--- src/rtl/whack_pkg.sv ---
// Shared definitions for the whack-a-mole game core.
//   state_t   : top-level game state encoding (IDLE / PLAY / OVER)
//   LFSR_TAPS : Galois feedback mask for x^16 + x^14 + x^13 + x^11 + 1
//   popcount  : counts set bits of a 16-bit vector; also used by the
//               score/display logic
package whack_pkg;

    typedef enum logic [1:0] {
        ST_IDLE = 2'd0,
        ST_PLAY = 2'd1,
        ST_OVER = 2'd2
    } state_t;

    localparam logic [15:0] LFSR_TAPS = 16'hB400;

    function automatic logic [4:0] popcount(input logic [15:0] v);
        logic [4:0] c;
        c = '0;
        for (int i = 0; i < 16; i++) begin
            c = c + 5'(v[i]);
        end
        return c;
    endfunction

endpackage

--- src/rtl/mole_lfsr.sv ---
// 16-bit Galois LFSR that supplies the random mole patterns.
//   clk   in   system clock
//   rst_n in   asynchronous active-low reset, loads SEED
//   en    in   advance enable
//   out   out  current LFSR state
module mole_lfsr
    import whack_pkg::*;
#(
    parameter logic [15:0] SEED = 16'hACE1
) (
    input  logic        clk,
    input  logic        rst_n,
    input  logic        en,
    output logic [15:0] out
);

    // Right-shifting Galois form: the bit shifted out feeds back into the
    // tap positions.
    always_ff @(posedge clk or negedge rst_n) begin
        if (!rst_n) begin
            out <= SEED;
        end else if (en) begin
            out <= {1'b0, out[15:1]} ^ (out[0] ? LFSR_TAPS : 16'h0000);
        end
    end

endmodule

--- src/rtl/whack_engine.sv ---
// Whack-a-mole game core. Lights a random subset of moles each game tick,
// scores switch toggles on lit moles, counts unhit moles as misses and
// shortens the tick period as the level rises. Single clock, enables only.
//   clk, rst_n  system clock, asynchronous active-low reset
//   start       1-cycle pulse, starts a game from IDLE or OVER
//   sw          debounced switches, one per mole
//   moles       lit moles (LED drive)
//   score       saturating hit count
//   level       current level, 1..N_LEVELS
//   misses      miss count, saturates at MISS_LIMIT
//   running     high in PLAY
//   game_over   high in OVER
//   tick        1-cycle pulse on every game-tick boundary in PLAY
module whack_engine
    import whack_pkg::*;
#(
    parameter int          N_MOLES    = 8,
    parameter int          SCORE_W    = 8,
    parameter int          LEVEL_STEP = 10,
    parameter int          N_LEVELS   = 7,
    parameter int          BASE_TICKS = 50_000_000,
    parameter int          TICK_DEC   = 5_000_000,
    parameter int          MISS_LIMIT = 16,
    parameter logic [15:0] LFSR_SEED  = 16'hACE1
) (
    input  logic               clk,
    input  logic               rst_n,
    input  logic               start,
    input  logic [N_MOLES-1:0] sw,
    output logic [N_MOLES-1:0] moles,
    output logic [SCORE_W-1:0] score,
    output logic [2:0]         level,
    output logic [4:0]         misses,
    output logic               running,
    output logic               game_over,
    output logic               tick
);

    localparam int PC_W   = $clog2(N_MOLES + 1);
    localparam int CNT_W  = $clog2(BASE_TICKS);
    // Holds up to LEVEL_STEP-1 carried over plus one full set of hits.
    localparam int STEP_W = $clog2(LEVEL_STEP + N_MOLES);

    state_t             state;
    logic [N_MOLES-1:0] sw_q;
    logic [CNT_W-1:0]   tick_cnt;
    logic [STEP_W-1:0]  step;
    logic [15:0]        lfsr;

    mole_lfsr #(.SEED(LFSR_SEED)) u_lfsr (
        .clk   (clk),
        .rst_n (rst_n),
        .en    (1'b1),
        .out   (lfsr)
    );

    logic [N_MOLES-1:0] pattern;
    logic [N_MOLES-1:0] hit;
    logic [N_MOLES-1:0] moles_left;
    logic [PC_W-1:0]    hit_cnt;
    logic [PC_W-1:0]    left_cnt;
    logic [SCORE_W:0]   score_sum;
    logic [SCORE_W-1:0] score_next;
    logic [STEP_W-1:0]  step_sum;
    logic [STEP_W-1:0]  step_next;
    logic               level_up;
    logic [2:0]         level_next;
    logic [5:0]         miss_sum;
    logic [4:0]         miss_next;
    logic               miss_end;
    logic [CNT_W-1:0]   reload;

    always_comb begin
        // An empty board would be a free tick, so force one mole on.
        pattern    = (lfsr[N_MOLES-1:0] == '0) ? N_MOLES'(1) : lfsr[N_MOLES-1:0];
        hit        = (state == ST_PLAY) ? ((sw ^ sw_q) & moles) : '0;
        moles_left = moles & ~hit;
        hit_cnt    = PC_W'(popcount(16'(hit)));
        left_cnt   = PC_W'(popcount(16'(moles_left)));

        score_sum  = {1'b0, score} + (SCORE_W+1)'(hit_cnt);
        score_next = score_sum[SCORE_W] ? '1 : score_sum[SCORE_W-1:0];

        step_sum   = step + STEP_W'(hit_cnt);
        level_up   = (step_sum >= STEP_W'(LEVEL_STEP));
        step_next  = level_up ? (step_sum - STEP_W'(LEVEL_STEP)) : step_sum;
        level_next = (level_up && (level < 3'(N_LEVELS))) ? (level + 3'd1) : level;

        // Misses are charged only for moles still lit after this cycle's hits.
        miss_sum   = {1'b0, misses} + 6'(left_cnt);
        miss_end   = (miss_sum >= 6'(MISS_LIMIT));
        miss_next  = miss_end ? 5'(MISS_LIMIT) : miss_sum[4:0];

        // Period follows the post-level-up level so a new level's speed
        // applies from the very tick it was reached on.
        reload     = CNT_W'(BASE_TICKS - 1 - (int'(level_next) - 1) * TICK_DEC);
    end

    always_ff @(posedge clk or negedge rst_n) begin
        if (!rst_n) begin
            state     <= ST_IDLE;
            sw_q      <= '0;
            tick_cnt  <= '0;
            step      <= '0;
            moles     <= '0;
            score     <= '0;
            level     <= 3'd1;
            misses    <= '0;
            running   <= 1'b0;
            game_over <= 1'b0;
            tick      <= 1'b0;
        end else begin
            sw_q <= sw;
            tick <= 1'b0;
            case (state)
                ST_IDLE, ST_OVER: begin
                    if (start) begin
                        state     <= ST_PLAY;
                        running   <= 1'b1;
                        game_over <= 1'b0;
                        score     <= '0;
                        misses    <= '0;
                        step      <= '0;
                        level     <= 3'd1;
                        tick_cnt  <= CNT_W'(BASE_TICKS - 1);
                        moles     <= pattern;
                    end
                end
                ST_PLAY: begin
                    score <= score_next;
                    step  <= step_next;
                    level <= level_next;
                    if (tick_cnt == '0) begin
                        tick     <= 1'b1;
                        tick_cnt <= reload;
                        misses   <= miss_next;
                        if (miss_end) begin
                            state     <= ST_OVER;
                            moles     <= '0;
                            running   <= 1'b0;
                            game_over <= 1'b1;
                        end else begin
                            moles <= pattern;
                        end
                    end else begin
                        tick_cnt <= tick_cnt - CNT_W'(1);
                        moles    <= moles_left;
                    end
                end
                default: begin
                    state <= ST_IDLE;
                end
            endcase
        end
    end

endmodule

--- config.mk ---
export PLATFORM = sky130hd
export DESIGN_NAME = whack_engine
export DESIGN_NICKNAME = d
export VERILOG_FILES = /design/src/rtl/whack_pkg.sv /design/src/rtl/mole_lfsr.sv /design/src/rtl/whack_engine.sv
export SDC_FILE = /design/constraint.sdc
export NUM_CORES = 1
export LEC_CHECK = 0
export ABC_AREA = 1
export CORE_MARGIN = 4
export CORE_UTILIZATION = 55
export DETAILED_ROUTE_END_ITERATION = 10
export PLACE_DENSITY = 0.75
export SLEW_MARGIN = 20
export SYNTH_ARGS = -nofsm -noshare
export SYNTH_HDL_FRONTEND = slang
export SYNTH_SLANG_ARGS = --single-unit
--- constraint.sdc ---
create_clock -name clk -period 11.4 [get_ports clk]
set_input_delay 2.85 -clock clk [delete_from_list [all_inputs] [get_ports clk]]
set_output_delay 2.85 -clock clk [all_outputs]
set_load 0.05 [all_outputs]
**Yosys cells after proc, flatten, opt, wreduce, memory -nomap -nowiden**

Index checks and enable logic that the tools add are counted.
W data, S select, Z words.

- Add/subtract/negate cells: 22
- Multiply operators: 1
- Divide/modulo/power cells: 0
- Order comparisons: 3
- Equal/unequal tests: 5
- Shift operators: 0
- Multiplexer cells: 36
- Bitwise logic cells: 5
- Reduce and logical (&&, ||, !) cells: 10

Operator list:

| operator | number |
|---|---|
| $mux W8 | 7 |
| $mux W26 | 2 |
| $pmux W26 S2 | 1 |
| $add A4 B1 Y4 | 8 |
| $pmux W8 S2 | 2 |
| $logic_not A26 Y1 | 1 |
| $sub A26 B1 Y26 const B | 1 |
| $sub A26 B26 Y26 const A | 1 |
| $mul A4 B18 Y20 const B | 1 |
| $mux W5 | 4 |
| $pmux W5 S2 | 2 |
| $and A8 B8 Y8 | 2 |
| $mux W16 | 1 |
| $xor A15 B16 Y16 | 1 |
| $add A8 B4 Y9 | 1 |
| $add A3 B1 Y4 | 2 |
| $logic_not A8 Y1 | 1 |
| $mux W1 | 8 |
| $not A8 Y8 | 1 |
| $xor A8 B8 Y8 | 1 |
| $add A2 B1 Y3 | 2 |
| $add A5 B4 Y6 | 1 |
| $ge A6 B5 Y1 const B | 1 |
| $mux W2 | 3 |
| 22 further kinds | 27 |

- Register bits after elaboration: 84
- Latch bits: 0
- Memory bits (writable): 0
- ROM bits: 0
- Bits of input ports: 11
- Output and inout port bits: 27
- Logic and storage cells: 94
- Memories: 0

**Longest topological paths before layout**

Gate-level depths: netlist of the first run.

- Depth in word-level cells: 19
- Depth in mapped cells: 47
- Mapped depth without buffers: 45

**Cells and area by module**

From an unflattened synthesis of the first run, not the netlist that was laid out.

- Cell total of the unflattened synthesis: 813
- Area total of the unflattened synthesis: 6394.9 µm²

Modules (own cells, without submodules):

| module | times used | cells each | area each (µm²) | seq. area each (µm²) |
|---|---|---|---|---|
| whack_engine | 1 | 739 | 5723.0 | 1702.9 |
| mole_lfsr | 1 | 74 | 671.9 | 410.4 |

**Least setup slack after synthesis of the first run**

Ideal clock, no wire load.

- Kind: input port to flip-flop
- Start: input port sw[0]
- End: register tick_cnt[25]
- Setup time: 0.073 ns
- Arrival: 10.193 ns
- Data required time: 11.327 ns
- Setup slack: 1.134 ns
- Stages: 41
- Buffers on the path: 0
- Path through: xor2_1 -> nand3_1 -> fa_1 -> fa_1 -> fa_1 -> inv_1 -> ha_1 -> fa_1 -> fa_1 -> inv_1 -> nand2_1 -> nand2_1 -> inv_1 -> ha_1 -> nand2_1 -> nand3_2 -> nand2_4 -> nand3b_1 -> [5 not listed] -> ha_1 -> a21o_1 -> ha_1 -> ha_1 -> a31o_2 -> nand2_1 -> o22ai_1 -> a221oi_1 -> nand2_1 -> xor2_1 -> nor2_1 -> nand2_1 -> nor2_1 -> nand2_1 -> nand2_1 -> nand2_1 -> nand3_1 -> a21oi_2

- Longest elaborated chain between the ends: 19

RTL lines:

| what | RTL line | source |
|---|---|---|
| from (decl) | whack_engine.sv:29 | `input logic [N_MOLES-1:0] sw,` |
| $xor A8 B8 Y8 | whack_engine.sv:76 | `hit = (state == ST_PLAY) ? ((sw ^ sw_q) & moles) : '0;` |
| $and A8 B8 Y8 | whack_engine.sv:76 |  |
| $mux W8 | whack_engine.sv:76 |  |
| $add A1 B1 Y2 | whack_pkg.sv:20 | `c = c + 5'(v[i]);` |
| $add A2 B1 Y3 | whack_pkg.sv:20 |  |
| $add A3 B1 Y4 | whack_pkg.sv:20 |  |
| $add A4 B1 Y4 (4 in series) | whack_pkg.sv:20 |  |
| $add A5 B4 Y5 | whack_engine.sv:84 | `step_sum = step + STEP_W'(hit_cnt);` |
| $ge A5 B4 Y1 | whack_engine.sv:85 | `level_up = (step_sum >= STEP_W'(LEVEL_STEP));` |
| $logic_and A1 B1 Y1 | whack_engine.sv:87 | `level_next = (level_up && (level < 3'(N_LEVELS))) ? (level + 3'd1) : level;` |
| $mux W3 | whack_engine.sv:87 |  |
| $sub A3 B1 Y4 | whack_engine.sv:96 | `reload = CNT_W'(BASE_TICKS - 1 - (int'(level_next) - 1) * TICK_DEC);` |
| $mul A4 B18 Y20 | whack_engine.sv:96 |  |
| $sub A26 B26 Y26 | whack_engine.sv:96 |  |
| $mux W26 | whack_engine.sv:133 | `if (tick_cnt == '0) begin` |
| $pmux W26 S2 | whack_engine.sv:115 | `case (state)` |
| to (signal assigned) | whack_engine.sv:125 | `tick_cnt <= CNT_W'(BASE_TICKS - 1);` |
| to (signal assigned) | whack_engine.sv:135 | `tick_cnt <= reload;` |
| to (signal assigned) | whack_engine.sv:146 | `tick_cnt <= tick_cnt - CNT_W'(1);` |
| to (decl) | whack_engine.sv:46 | `logic [CNT_W-1:0] tick_cnt;` |

Every way passes these cells.
A chain may end at the register's enable or synchronous reset.

**Worst setup path in the final report of the first run**

- Start: input port sw[0]
- End: register tick_cnt[24]

The elaborated chain is that of the path after synthesis.

==> results of run 1 <==
[final timing paths]
check / depth (start not counted) / to / slack [ps] / start
max: 40 / tick_cnt[24] / 550 / sw[0]
min: 0 / u_lfsr.out[7] / 350 / u_lfsr.out[8]
max reg2reg: 39 / tick_cnt[24] / 2720 / state[1]
min reg2reg: 0 / u_lfsr.out[7] / 350 / u_lfsr.out[8]
max in group asynchronous: 2 / tick_cnt[14] / 7940 / rst_n
min in group asynchronous: 1 / score[4] / 2330 / rst_n
[sequential cells by signal (all words and copies together), names as in the netlist, 2 cells and up]
| name | count |
|---|---|
| score | 8 |
| sw_q | 8 |
| level | 3 |
| state | 2 |
| moles | 8 |
| step | 5 |
| tick_cnt | 26 |
| u_lfsr.out | 16 |
| misses | 5 |
[power breakdown]
part / switching [uW] / internal (uW) / total [uW]
logic: 192 / 119 / 310
registers: 36.3 / 336 / 373
clock network: 121 / 148 / 269
[routing by layer]
metal	vias to the layer above	routed length, um
li1	2642	-
met1	2525	6530
met3	29	823
met2	159	7170
met4	0	347
met5	-	0
[cell type report]
class / instances / area share (%)
Timing Repair Buffer: 51 / 6.65
Clock inverter: 6 / 0.563
Multi-Input combinational cell: 560 / 51.3
Clock buffer: 10 / 3.22
Tap cell: 140 / 2.46
Inverter: 116 / 6.15
Sequential cell: 84 / 29.7
[cell usage after synthesis (13+ instances only)]
master	n	area, um^2
a21oi_1	19	95.1
xor2_1	30	263
fa_1	15	300
inv_1	111	417
nand2_4	13	146
nor2_1	71	267
dfrtp_1	75	1880
nand3_1	61	305
ha_1	47	588
nand2_1	149	559
o21ai_0	31	155
[through the flow]
step                      hold slack [ps]  cell area, um^2  setup slack [ps]  std cells
after floorplan                       331             6210              1130        773
after global placement                336             6790               348        947
after detailed placement              338             6790              8.75        947
after CTS                             355             7050               341        963
after global routing                  364             7120             -1.24        967
final                                 352             7120               550        967
[cell families after synthesis]
group           Yosys count
simple gates            356
buf+inv                 129
compound gates          106
flops                    84
fa+ha+maj                62
xor+xnor                 36
[cells in the final DEF, fill, tap and decap left out, types with 8 or more instances in the layout]
cell,n
nor2_1,70
fa_1,14
buf_4,15
dfstp_2,9
clkbuf_16,9
nor3_1,12
nand3_1,61
o21ai_0,31
nand2_4,13
o221ai_1,8
clkdlybuf4s50_1,36
xor2_1,26
a21oi_1,19
inv_1,111
nand3_2,12
a31oi_1,11
ha_1,47
nand2_1,149
dfrtp_1,75
[timing repair]
item	in CTS	in global routing
setup buffers	0	4
setup endpoints to repair	0	6
resized for setup	0	5
==> results.txt, run 1 <==
Status: complete, no violations
Placer congestion estimate: 0.939
Clk Latency, worst-skew pair: 340 ps
Final Skew: 6.62 ps
Antenna-violating nets left: 0
Max Fclk: 0.0922 GHz
Critical path capture point type: flop
Main synth FF type: dfrtp_1
Multiplexer area fraction after synthesis: 0%
I/O pin count: 38
Hold Path Class: flop to flop
CP peak stage delay: 600 ps
Sequential fraction of the synthesis area: 34.0%
Fillers: 947
# clock sinks: 84
Vias per cell: 5.54
Clk root buf: clkbuf_16
Critical Path Fanout Max: 6
GR Util met3: 4.65%
CP top delay family: adder cells
Leak: 0.00365 uW
Mapped Avg Cell Area: 8.04 um^2
Fin crit share: 95.2%
Post-layout util: 65.1%
Vias: 5,355
Antenna Cells: 0
Hold bufs inserted after CTS: 0
FFs w/ async S/R, synth: 100%
Multi-input gate area: 3650 um^2
Seq cells post-synth: 84
Complex-gate fraction of the synthesized area: 10.8%
Area of the die: 13,100 um^2
Fraction of layout cells with a size suffix above 1: 11.7%
# H-tree levels: 3
Width of the die: 114 um
Startpoint Class: input pin
Final Hold Vio Count: 0
Main combinational cell family by area after synthesis: simple AND/OR/NAND/NOR gates
Synth Area in Adders: 14.3%
Final wirelength: 14,900 um
Tightest Pin Transition: 936 ps
Syn nets: 846
CTS tree: yes
CP most frequent cell: nand2_1
GR Util met1: 30.3%
Vias in the first global route: 5,457
Layout area overhead: 14.5%
Total GRT Usage: 23.9%
Setup TNS: 0 ps
Pre-antenna DRT Iters: 5
PortBufs: 37
Row cnt: 38
Simple-Gate Fraction of Synth Area: 28.0%
CP max stage cell: fa_1
Fin. max-slew vios: 0
Met2 usage: 40.7%
Netlist cell types: 52
Xor and xnor area share after synthesis: 5.07%
Setup CP Type: input pin to flop
Initial drt markers: 522
Gr busiest metal: met2
Initial antenna violation count: 0
Total Nets Final: 895
Core area: 10,900 um^2
Max-slew headroom: 37.6%
Global route overflow: 0
Vert. Die Dim: 114 um
Clk buf depth: 2
YS warnings: 0
Crit path time final: 10,850 ps
Largest net degree at the start of global routing: 77
P per Cell Area: 134 nW/um^2
Initial core utilization: 56.8%
Syn Inst Count: 773
Post-synth EDFFs: 0
Worst path arrival time: 11,070 ps
FF/Latch Area: 2110 um^2
Worst Path Buf+Inv: 5
First-pass GRT wire length: 25,300 um
CTS buffer count: 9
Maxcap violations: 0
# DRC: 0
Final setup vio count: 0
Placed wire-length estimate: 11,300 um
Mapped Area: 6210 um^2
WL/cell: 15.4 um
Pwr Total: 951 uW
Required time worst endpoint: 11,620 ps
Clock-pin slew on the worst setup and hold paths: 60 ps
Largest vdd supply drop: 0.156 mV
Note: power is estimated with default switching activity, not from simulation.
==> inputs of run 2 (changes only) <==
--- a/config.mk
+++ b/config.mk
@@ -14,3 +14,4 @@
 export SYNTH_ARGS = -nofsm -noshare
 export SYNTH_HDL_FRONTEND = slang
 export SYNTH_SLANG_ARGS = --single-unit
+export TNS_END_PERCENT = 50
==> results of run 2 <==
No change in the layout: final DEF, timing and power equal those of run 1.
==> inputs of run 3 (changes only) <==
--- a/config.mk
+++ b/config.mk
@@ -6,9 +6,10 @@
 export NUM_CORES = 1
 export LEC_CHECK = 0
 export ABC_AREA = 1
-export CORE_MARGIN = 4
 export CORE_UTILIZATION = 55
+export CTS_BUF_LIST = sky130_fd_sc_hd__clkbuf_16
 export DETAILED_ROUTE_END_ITERATION = 10
+export MAX_ROUTING_LAYER = met4
 export PLACE_DENSITY = 0.75
 export SLEW_MARGIN = 20
 export SYNTH_ARGS = -nofsm -noshare
==> run 3 against run 2 <==
Utilization fell by 0.50 points. Critical endpoint is now tick_cnt[21]. Largest power group unchanged. Clock power fell by 1%. Die area fell by 10%. Register-to-register slack improved by 40 ps.
==> results.txt, run 3 (synthesis gave the netlist of run 1 again) <==
Status: complete, no violations
Pre-antenna DRT Iters: 4 (-1)
Width of the die: 108 um (-5.2%)
Clk buf depth: 2 (unchanged)
First-pass GRT wire length: 25,200 um (-0.47%)
Fin cells: 961 (-0.62%)
Worst hold start: u_lfsr.out[8]
Initial core utilization: 56.8% (unchanged)
CTS buffer count: 9 (unchanged)
Placer congestion estimate: 0.875 (-6.9%)
FF-to-FF End: tick_cnt[21]
Total GRT Usage: 28.7% (+4.8 points)
Clock-pin slew on the worst setup and hold paths: 60 ps (about the same)
Worst path arrival time: 11,020 ps (-50 ps)
Max reg flops: 26 (unchanged)
# DRC: 0 (unchanged)
Final Skew: 10.3 ps (+3.65 ps)
Hold Path Class: flop to flop
Vert. Die Dim: 108 um (-5.2%)
CTS tree: yes
Clk Latency, worst-skew pair: 350 ps (about the same)
Leak: 0.00362 uW (-0.69%)
Vias per cell: 5.64 (+1.8%)
Largest vdd supply drop: 0.179 mV (+15%)
Clk root buf: clkbuf_16
Max Fclk: 0.0926 GHz (+0.51%)
R2r startpoint: state[1]
Most frequent cells in the layout: nand2_1, inv_1, dfrtp_1
FF-to-FF setup slack: 2760 ps (+40 ps)
P per Cell Area: 134 nW/um^2 (+0.12%)
Most common cell after layout, fill and taps aside: nand2_1
Vias in the first global route: 5,339 (-2.2%)
Hold bufs inserted after CTS: 0 (unchanged)
Worst Path Buf+Inv: 6 (+1)
Post-CTS Repair Setup Buffers: 0 (unchanged)
Post-CTS sizing: 0 (unchanged)
Critical path capture point type: flop
Setup TNS: 0 ps (unchanged)
CP most frequent cell: nand2_1
# H-tree levels: 3 (unchanged)
Max-slew headroom: 37.3% (-0.29 points)
Area of the die: 11,700 um^2 (-10%)
CP max stage cell: fa_1
Antenna Cells: 0 (unchanged)
Worst-case hold path end point: u_lfsr.out[7]
Fraction of layout cells with a size suffix above 1: 10.7% (-1.0 points)
Initial drt markers: 378 (-28%)
Crit path time final: 10,790 ps (-55.6 ps)
Pwr Total: 945 uW (-0.65%)
I/O pin count: 38 (unchanged)
Largest Register: tick_cnt
Critical Path Fanout Max: 9 (+3)
Row cnt: 38 (unchanged)
Antenna-violating nets left: 0 (unchanged)
Largest net degree at the start of global routing: 75 (-2.6%)
Vias: 5,417 (+1.2%)
PortBufs: 37 (unchanged)
Startpoint Class: input pin
Global route overflow: 0 (unchanged)
Tightest Pin Transition: 941 ps (+4.39 ps)
Fin crit share: 94.7% (-0.49 points)
RSZ-0062 raised after global routing: no
Layout area overhead: 13.7%
Required time worst endpoint: 11,630 ps (about the same)
# clock sinks: 84 (unchanged)
Top Registers: tick_cnt: 26 flops, u_lfsr.out: 16 flops
CP top delay family: adder cells
Initial antenna violation count: 0 (unchanged)
Placed Cells incl. Taps: 945 (-0.21%)
Final setup vio count: 0 (unchanged)
Final Hold Vio Count: 0 (unchanged)
Fillers: 938 (-0.95%)
Placed wire-length estimate: 11,300 um (-0.22%)
Min-Delay Path Depth: 0 (unchanged)
CP peak stage delay: 590 ps (about the same)
FF-to-FF path depth: 40 (+2.6%)
Fin. max-slew vios: 0 (unchanged)
Maxcap violations: 0 (unchanged)
WL/cell: 15.8 um (+2.7%)
Setup CP Type: input pin to flop
Total Nets Final: 889 (-0.67%)
Final wirelength: 15,200 um (+2.0%)
Core area: 10,900 um^2 (unchanged)
run 3: where the power goes:
| part | total, uW | leakage, uW | switching [uW] | internal [uW] |
|---|---|---|---|---|
| Combinational | 307 | 0.00248 | 188 | 119 |
| Clock | 265 | 0.000137 | 120 | 145 |
| Sequential | 373 | 0.00101 | 37.0 | 336 |
| Total | 945 | 0.00362 | 345 | 600 |
run 3: routing by layer:
layer | vias to the layer above | track usage, % | wire length, um
met5 | - | - | 0
met4 | 0 | 10.5 | 339
met3 | 28 | 4.82 | 657
met2 | 144 | 46.5 | 7250
met1 | 2617 | 36.2 | 6920
li1 | 2628 | - | -
run 3: worst max-delay path by stage:
stage | startpoint | end | cells past startpoint
6_report | sw[0] | tick_cnt[21] | 41
5_1_grt | sw[0] | tick_cnt[25] | 43
4_1_cts | sw[0] | tick_cnt[25] | 40
3_5_place_dp | sw[0] | tick_cnt[25] | 40
3_3_place_gp | sw[0] | tick_cnt[25] | 41
2_1_floorplan | sw[0] | tick_cnt[25] | 41
run 3: final cells by class:
| cell class | count | area (um^2) | area share (%) |
|---|---|---|---|
| multi-input combinational | 560 | 3640 | 51.6 |
| sequential | 84 | 2110 | 29.9 |
| inverter | 116 | 438 | 6.20 |
| timing repair buffer | 45 | 428 | 6.06 |
| clock buffer | 9 | 225 | 3.19 |
| tap | 140 | 175 | 2.48 |
| clock inverter | 7 | 38.8 | 0.549 |
run 3: worst register-to-register path: cells and delay by family (launching register included):
family / cells / cell delay, ps
compound gates: 3 / 480
xor+xnor: 2 / 480
fa+ha+maj: 12 / 4300
buf+inv: 5 / 430
flops: 1 / 390
simple gates: 18 / 2430
run 3: metrics by stage:
step                      worst slack [ps]  cell area [um^2]  utilization (%)  hold WS (ps)
after floorplan                       1130              6210                -           331
after global placement                 261              6770             61.9           338
after CTS                              434              7030             64.3           354
final                                  605              7060             64.6           355
after detailed placement              90.0              6770             61.9           341
after global routing                  44.5              7060             64.6           370
